--- src/rtl/keypad_scanner_if.sv ---
// Keypad-side bundle: row sense, column drive and the debounced key result.
// master: the scanner (samples row, drives col and the key outputs).
// slave:  the keypad model / calculator consumer side.
interface keypad_scanner_if;
    logic [3:0]  row;          // active-low rows, pulled up externally, async to clk
    logic [3:0]  col;          // one-hot active-low column drive
    logic        key_pressed;  // high while a debounced key is held
    logic [24:0] keypad_out;   // last accepted key code, zero-extended

    modport master (
        input  row,
        output col,
        output key_pressed,
        output keypad_out
    );

    modport slave (
        output row,
        input  col,
        input  key_pressed,
        input  keypad_out
    );
endinterface

--- src/rtl/keypad_scanner.sv ---
// 4x4 matrix keypad scanner with press and release debounce, one code per press.
// Latency: press 2 sync + up to SCAN_DIV window + DEBOUNCE_CYCLES + 1; release 2 + DEBOUNCE_CYCLES + 1.
// No backpressure: key_pressed is a level, keypad_out holds until the next accepted press.
//
// Ports:
//   clk    system clock
//   reset  asynchronous active-low reset
//   kp     keypad_scanner_if.master (row in, col / key_pressed / keypad_out out)
module keypad_scanner #(
    parameter int SCAN_DIV        = 1000,   // cycles per column before sampling, >= 4
    parameter int DEBOUNCE_CYCLES = 20000   // stable samples to accept press/release, >= 1
) (
    input  logic             clk,
    input  logic             reset,
    keypad_scanner_if.master kp
);

    localparam int CNT_W = $clog2(SCAN_DIV);
    localparam int DB_W  = $clog2(DEBOUNCE_CYCLES + 1);

    localparam logic [CNT_W-1:0] CNT_LAST = CNT_W'(SCAN_DIV - 1);
    localparam logic [CNT_W-1:0] CNT_ONE  = CNT_W'(1);
    localparam logic [DB_W-1:0]  DB_LAST  = DB_W'(DEBOUNCE_CYCLES - 1);
    localparam logic [DB_W-1:0]  DB_ONE   = DB_W'(1);

    typedef enum logic [1:0] {
        ST_SCAN     = 2'd0,
        ST_DEBOUNCE = 2'd1,
        ST_HELD     = 2'd2,
        ST_RELEASE  = 2'd3
    } state_t;

    // Row/column position to key code.
    //   r0: 1 2 3 A   r1: 4 5 6 B   r2: 7 8 9 C   r3: F 0 E D
    function automatic logic [3:0] key_code(input logic [3:0] prow, input logic [1:0] c);
        logic [1:0] r;
        logic [3:0] code;
        case (prow)
            4'b1110: r = 2'd0;
            4'b1101: r = 2'd1;
            4'b1011: r = 2'd2;
            default: r = 2'd3;
        endcase
        case ({r, c})
            4'h0:    code = 4'h1;
            4'h1:    code = 4'h2;
            4'h2:    code = 4'h3;
            4'h3:    code = 4'hA;
            4'h4:    code = 4'h4;
            4'h5:    code = 4'h5;
            4'h6:    code = 4'h6;
            4'h7:    code = 4'hB;
            4'h8:    code = 4'h7;
            4'h9:    code = 4'h8;
            4'hA:    code = 4'h9;
            4'hB:    code = 4'hC;
            4'hC:    code = 4'hF;
            4'hD:    code = 4'h0;
            4'hE:    code = 4'hE;
            default: code = 4'hD;
        endcase
        return code;
    endfunction

    // Row synchronizer; rs_q is the only row value the FSM ever looks at.
    logic [3:0]       sync1_q;
    logic [3:0]       rs_q;

    state_t           state_q, state_d;
    logic [1:0]       ci_q, ci_d;
    logic [CNT_W-1:0] cnt_q, cnt_d;
    logic [DB_W-1:0]  db_q, db_d;
    logic [3:0]       prow_q, prow_d;
    logic             kp_q, kp_d;
    logic [3:0]       code_q, code_d;
    logic [3:0]       col_q, col_d;

    logic [3:0]       rs_low;
    logic             one_low;

    // State register and datapath registers.
    always_ff @(posedge clk or negedge reset) begin
        if (!reset) begin
            sync1_q <= 4'hF;
            rs_q    <= 4'hF;
            state_q <= ST_SCAN;
            ci_q    <= 2'd0;
            cnt_q   <= '0;
            db_q    <= '0;
            prow_q  <= 4'hF;
            kp_q    <= 1'b0;
            code_q  <= 4'h0;
            col_q   <= 4'b1110;
        end else begin
            sync1_q <= kp.row;
            rs_q    <= sync1_q;
            state_q <= state_d;
            ci_q    <= ci_d;
            cnt_q   <= cnt_d;
            db_q    <= db_d;
            prow_q  <= prow_d;
            kp_q    <= kp_d;
            code_q  <= code_d;
            col_q   <= col_d;
        end
    end

    // Exactly one row low means a single unambiguous key in the driven column.
    assign rs_low  = ~rs_q;
    assign one_low = (rs_low != 4'd0) && ((rs_low & (rs_low - 4'd1)) == 4'd0);

    // Next-state and datapath update.
    always_comb begin
        state_d = state_q;
        ci_d    = ci_q;
        cnt_d   = cnt_q;
        db_d    = db_q;
        prow_d  = prow_q;
        kp_d    = kp_q;
        code_d  = code_q;

        case (state_q)
            ST_SCAN: begin
                if (cnt_q == CNT_LAST) begin
                    cnt_d = '0;
                    if (one_low) begin
                        prow_d  = rs_q;
                        db_d    = '0;
                        state_d = ST_DEBOUNCE;
                    end else begin
                        // Idle column or multi-row ambiguity: move on.
                        ci_d = ci_q + 2'd1;
                    end
                end else begin
                    cnt_d = cnt_q + CNT_ONE;
                end
            end

            ST_DEBOUNCE: begin
                if (rs_q != prow_q) begin
                    state_d = ST_SCAN;
                    ci_d    = ci_q + 2'd1;
                    cnt_d   = '0;
                end else if (db_q == DB_LAST) begin
                    // Code and key_pressed are registered on the same edge so
                    // the consumer sees a valid code with the rising level.
                    db_d    = db_q + DB_ONE;
                    code_d  = key_code(prow_q, ci_q);
                    kp_d    = 1'b1;
                    state_d = ST_HELD;
                end else begin
                    db_d = db_q + DB_ONE;
                end
            end

            ST_HELD: begin
                // Extra low rows in this column are ignored; only all-high
                // starts a release.
                if (rs_q == 4'hF) begin
                    db_d    = '0;
                    state_d = ST_RELEASE;
                end
            end

            default: begin // ST_RELEASE
                if (rs_q != 4'hF) begin
                    state_d = ST_HELD;
                end else if (db_q == DB_LAST) begin
                    db_d    = '0;
                    kp_d    = 1'b0;
                    ci_d    = ci_q + 2'd1;
                    cnt_d   = '0;
                    state_d = ST_SCAN;
                end else begin
                    db_d = db_q + DB_ONE;
                end
            end
        endcase
    end

    // Column drive tracks the next column index so col is a clean register.
    always_comb begin
        col_d          = ~(4'b0001 << ci_d);
        kp.col         = col_q;
        kp.key_pressed = kp_q;
        kp.keypad_out  = {21'd0, code_q};
    end

endmodule

--- src/flat_wrapper.sv ---
// flat-port wrapper written by rule: the top's interface ports become plain ports
module keypad_scanner_flat 
#(
    parameter int SCAN_DIV        = 1000,                                             
    parameter int DEBOUNCE_CYCLES = 20000                                                  
)
  (clk, reset, kp_row, kp_col, kp_key_pressed, kp_keypad_out);
  keypad_scanner_if kp_i ();
  input  logic clk;
  input  logic reset;
  input wire logic [$bits(kp_i.row)-1:0] kp_row;
  output wire logic [$bits(kp_i.col)-1:0] kp_col;
  output wire logic [$bits(kp_i.key_pressed)-1:0] kp_key_pressed;
  output wire logic [$bits(kp_i.keypad_out)-1:0] kp_keypad_out;
  assign kp_i.row = kp_row;
  assign kp_col = kp_i.col;
  assign kp_key_pressed = kp_i.key_pressed;
  assign kp_keypad_out = kp_i.keypad_out;
  keypad_scanner #(.SCAN_DIV(SCAN_DIV), .DEBOUNCE_CYCLES(DEBOUNCE_CYCLES)) u_core (.clk(clk), .reset(reset), .kp(kp_i));
endmodule
--- config.mk ---
export PLATFORM = sky130hd
export DESIGN_NAME = keypad_scanner_flat
export DESIGN_NICKNAME = d
export VERILOG_FILES = /design/src/rtl/keypad_scanner_if.sv /design/src/rtl/keypad_scanner.sv /design/src/flat_wrapper.sv
export SDC_FILE = /design/constraint.sdc
export NUM_CORES = 1
export LEC_CHECK = 0
export BUFFER_PORTS_ARGS = -buffer_cell sky130_fd_sc_hd__buf_2
export CAP_MARGIN = 0
export CORE_ASPECT_RATIO = 1.5
export CORE_MARGIN = 5
export CORE_UTILIZATION = 51
export CTS_CLUSTER_DIAMETER = 50
export DETAILED_ROUTE_END_ITERATION = 16
export GPL_TIMING_DRIVEN = 0
export PLACE_DENSITY_LB_ADDON = 0.05
export SLEW_MARGIN = 20
export SYNTH_ARGS = -nofsm -noshare
export SYNTH_HDL_FRONTEND = slang
export SYNTH_SLANG_ARGS = --single-unit
--- constraint.sdc ---
create_clock -name clk -period 2.65 [get_ports clk]
set_clock_uncertainty 0.05 [all_clocks]
set_input_delay 0.53 -clock clk [delete_from_list [all_inputs] [get_ports clk]]
set_output_delay 0.53 -clock clk [all_outputs]
set_load 0.1 [all_outputs]
==> impl_table.tex <==
\begin{tabular}{lr}
\hline
Metric & Value \\
\hline
\multicolumn{2}{l}{\textbf{Run status}} \\
Outcome & completed \\
\multicolumn{2}{l}{\textbf{Job}} \\
Max Cap Viol & 0 \\
\multicolumn{2}{l}{\textbf{Placed design}} \\
Worst setup slack after placement & 0.112 ns \\
Number of buffers added on ports & 14 \\
Placement-stage cell area & 0.00315 mm² \\
Post-DP HPWL & 4.15 mm \\
DP Cell Count & 397 \\
Final weighted congestion in routability-driven placement & 0.767 \\
\multicolumn{2}{l}{\textbf{Clock tree}} \\
CTS sink count & 50 \\
Insertion delay of the later-clocked pin in the worst-skew pair & 0.31 ns \\
Cell chosen for the clock root & sky130\_fd\_sc\_hd\_\_clkbuf\_8 \\
CTS tree & yes \\
Register clock-pin slew on the reported worst setup and hold paths & roughly 0.090 ns \\
Post-CTS setup buffer count & 0 \\
Resized Gates After CTS & 0 \\
Number of hold buffers added after CTS & 0 \\
Num CTS Buffers & 5 \\
CTS max path bufs & 2 \\
Max H-tree Level & 2 \\
\multicolumn{2}{l}{\textbf{Setup path}} \\
Highest cell delay on the worst timing path & 0.48 ns \\
Worst Path Buf+Inv & 1 \\
Setup crit end kind & register \\
Cell class contributing the biggest share of worst-path delay & simple AND/OR/NAND/NOR gates \\
Critical Path Start Type & register \\
Max stage delay cell, worst path & sky130\_fd\_sc\_hd\_\_or4b\_4 \\
CP cell instances & ha\_1 > or4b\_4 > nor4\_4 > nand3\_2 > and3b\_1 > buf\_6 > mux2\_4 \\
Data arrival time at the worst-slack endpoint & around 2.7 ns \\
Top fanout value on the critical path & 6 \\
CP Class & register to register \\
Worst EP required & approximately 2.8 ns \\
\multicolumn{2}{l}{\textbf{STA}} \\
Measured slew at the worst slew-check pin & 0.977 ns \\
Number of hold-slack violations in the final timing report & 0 \\
Post-route fraction of the period consumed by the critical path & 94.2\% \\
Summed negative setup slack over all endpoints & 0 ns \\
Final number of max-transition violations & 0 \\
Worst slew margin relative to its limit & between 30\% and 40\% \\
Final setup violation count & 0 \\
Final worst slack & 0.153 ns \\
Fmax achieved & 0.400 GHz \\
Final min period & about 2.5 ns \\
RSZ-0062 raised after global routing & false \\
\multicolumn{2}{l}{\textbf{Floorplan}} \\
Width of the chip & 71.5 µm \\
Full die area & 0.00732 mm² \\
Number of top-level pins & 36 \\
Chip Height & 102 µm \\
Number of rows in the core area & 33 \\
Total core area & $\sim$0.0055 mm² \\
Initial standard-cell utilization of the core & 52.8\% \\
\multicolumn{2}{l}{\textbf{Power and ir drop}} \\
Clk network pwr share & 32.2\% \\
Net switching power figure & 428 µW \\
Final total power & 1430 µW \\
Power density cells & 437 mW/mm² \\
Maximum VDD drop & 0.291 mV \\
Switching power share of the total & 30.0\% \\
Leakage power figure & 0.00149 µW \\
Part of the total power dissipated in combinational logic & a little over an eighth \\
Sequential cell fraction of total power & 54.7\% \\
Internal power summed over all cells & 997 µW \\
\multicolumn{2}{l}{\textbf{Synth}} \\
Dominant synthesized flop cell & sky130\_fd\_sc\_hd\_\_dfrtp\_1 \\
Average footprint of a synthesized cell & 9.92 µm² \\
Post-synth cell types & 49 \\
Sequential share of the synthesized area & $\sim$44\% \\
Cells after Synth & 292 \\
Number of enable flip-flop cells after synthesis & 0 \\
Proportion of synthesized flip-flops having asynchronous set or reset & 100\% \\
Seq cells post-synth & 50 \\
Cell area after technology mapping & 0.00290 mm² \\
Count of yosys warnings during synthesis & 0 \\
\multicolumn{2}{l}{\textbf{Drt}} \\
Vias after detailed routing & between 2000 and 2500 \\
Number of search-and-repair iterations in the first detailed-routing pass & 4 \\
Total Routed Length & 5.56 mm \\
Via/cell ratio & 5.39 \\
WL per Instance & around 14 µm \\
Number of routed nets with antenna violations & 0 \\
First DRT Iteration DRCs & 86 \\
Post-detailed-route DRC marker count & 0 \\
\multicolumn{2}{l}{\textbf{Global route}} \\
Total GRT Usage & 16.4\% \\
Antenna violations before repair & 0 \\
Global-route wire length before repair & about 9.7 mm \\
Largest net degree at the start of global routing & 27 \\
Total congestion overflow & 0 \\
Vias in the first global route & around 2100 \\
\multicolumn{2}{l}{\textbf{Final layout}} \\
Area added between synthesis and finish & 12.7\% \\
Most frequent cells in the layout & sky130\_fd\_sc\_hd\_\_dfrtp\_1 (35), sky130\_fd\_sc\_hd\_\_a21oi\_1 (25), sky130\_fd\_sc\_hd\_\_buf\_4 (21), sky130\_fd\_sc\_hd\_\_conb\_1 (21), sky130\_fd\_sc\_hd\_\_nand2\_1 (19) \\
Most common library cell in the layout ignoring fill and taps & sky130\_fd\_sc\_hd\_\_dfrtp\_1 \\
Fillers & a little over 500 \\
Ant. Diodes & 0 \\
Final std cell area, no fill & 0.00327 mm² \\
Nets & 348 \\
Final instance count without filler cells & 405 \\
Fraction of layout instances using a drive strength above 1 & 24.5\% \\
\multicolumn{2}{l}{\textbf{Worst hold path}} \\
Min-delay worst type & primary input to async pin \\
\hline
\end{tabular}
==> cell type report <==
class | count | area [µm²] | area share (%)
Inverter | 10 | 37.5 | 1.15
Clock inverter | 3 | 25.0 | 0.766
Sequential cell | 50 | 1270 | 38.9
Timing Repair Buffer | 15 | 90.1 | 2.76
Tap cell | 70 | 87.6 | 2.68
Clock buffer | 5 | 68.8 | 2.11
Buffer | 34 | 218 | 6.67
Multi-Input combinational cell | 218 | 1470 | 45.0
==> registers in the layout, indices dropped and copies added, names as in the netlist <==
| signal | flops |
|---|---|
| u_core.db_q | 15 |
| u_core.cnt_q | 10 |
| u_core.code_q | 4 |
| u_core.kp.col | 4 |
| u_core.prow_q | 4 |
| u_core.rs_q | 4 |
| u_core.sync1_q | 4 |
| u_core.ci_q | 2 |
| u_core.state_q | 2 |
| u_core.kp.key_pressed | 1 |
==> power by group through the flow <==
| stage | sequential (µW) | combinational (µW) | clock, µW |
|---|---|---|---|
| finish | 780 | 186 | 460 |
| global route | 781 | 196 | 509 |
| CTS | 780 | 185 | 479 |
| global placement | 793 | 181 | 0 |
| detailed placement | 794 | 185 | 0 |
| floorplan | 793 | 161 | 0 |
==> kinds of logic after synthesis <==
family	after synthesis	synth area share, %
muxes	21	8.16
DFF	50	43.8
buffers and inverters	44	8.76
xor gates and xnor gates	10	3.02
and+or+nand+nor	95	19.1
AOI/OAI and AO/OA	63	13.5
other	1	0.129
adders and majority gates	8	3.45
==> metrics by stage <==
stage               util (%)  hold WS [ns]
CTS                     59.1         0.158
global placement        57.0         0.295
detailed placement      57.4         0.298
finish                  59.5         0.154
floorplan                  -         0.184
global route            59.5         0.184
==> synthesized netlist by cell type, types with 8 or more instances <==
| library cell | instances | share of area, % |
|---|---|---|
| sky130_fd_sc_hd__a21oi_1 | 25 | 4.3 |
| sky130_fd_sc_hd__nand2_1 | 19 | 2.5 |
| sky130_fd_sc_hd__nor2_1 | 15 | 1.9 |
| sky130_fd_sc_hd__mux2i_1 | 9 | 3.1 |
| sky130_fd_sc_hd__inv_1 | 10 | 1.3 |
| sky130_fd_sc_hd__dfrtp_1 | 35 | 30 |
| sky130_fd_sc_hd__mux2_2 | 9 | 3.5 |
| sky130_fd_sc_hd__ha_1 | 8 | 3.5 |
| sky130_fd_sc_hd__or4_1 | 9 | 2.3 |
| sky130_fd_sc_hd__dfstp_2 | 15 | 14 |
| sky130_fd_sc_hd__clkbuf_1 | 9 | 1.2 |
| sky130_fd_sc_hd__o31ai_1 | 11 | 2.8 |
| sky130_fd_sc_hd__buf_4 | 21 | 5.4 |
| sky130_fd_sc_hd__nand3_1 | 18 | 3.1 |
==> routing by layer <==
layer	vias to the layer above	part of all wire [%]	global-route usage (%)
li1	1103	-	-
met1	1043	41	19.6
met2	30	54	29.6
met3	8	3.1	2.46
met4	0	1.5	5.93
met5	-	0	0
==> path summary, 6_finish.rpt <==
path                                   startpoint                 to  slack [ns]  depth (start not counted)
max in group asynchronous                   reset   u_core.prow_q[2]        1.79                          2
worst max-delay path               u_core.db_q[0]     u_core.ci_q[1]        0.15                          7
worst min register to register  u_core.sync1_q[1]     u_core.rs_q[1]        0.31                          0
min in group clk                        kp_row[0]  u_core.sync1_q[0]        0.26                          1
worst min-delay path                        reset     u_core.ci_q[1]        0.15                          1
worst max register to register     u_core.db_q[0]     u_core.ci_q[1]        0.15                          7
Power figures use the tool's default switching activity.
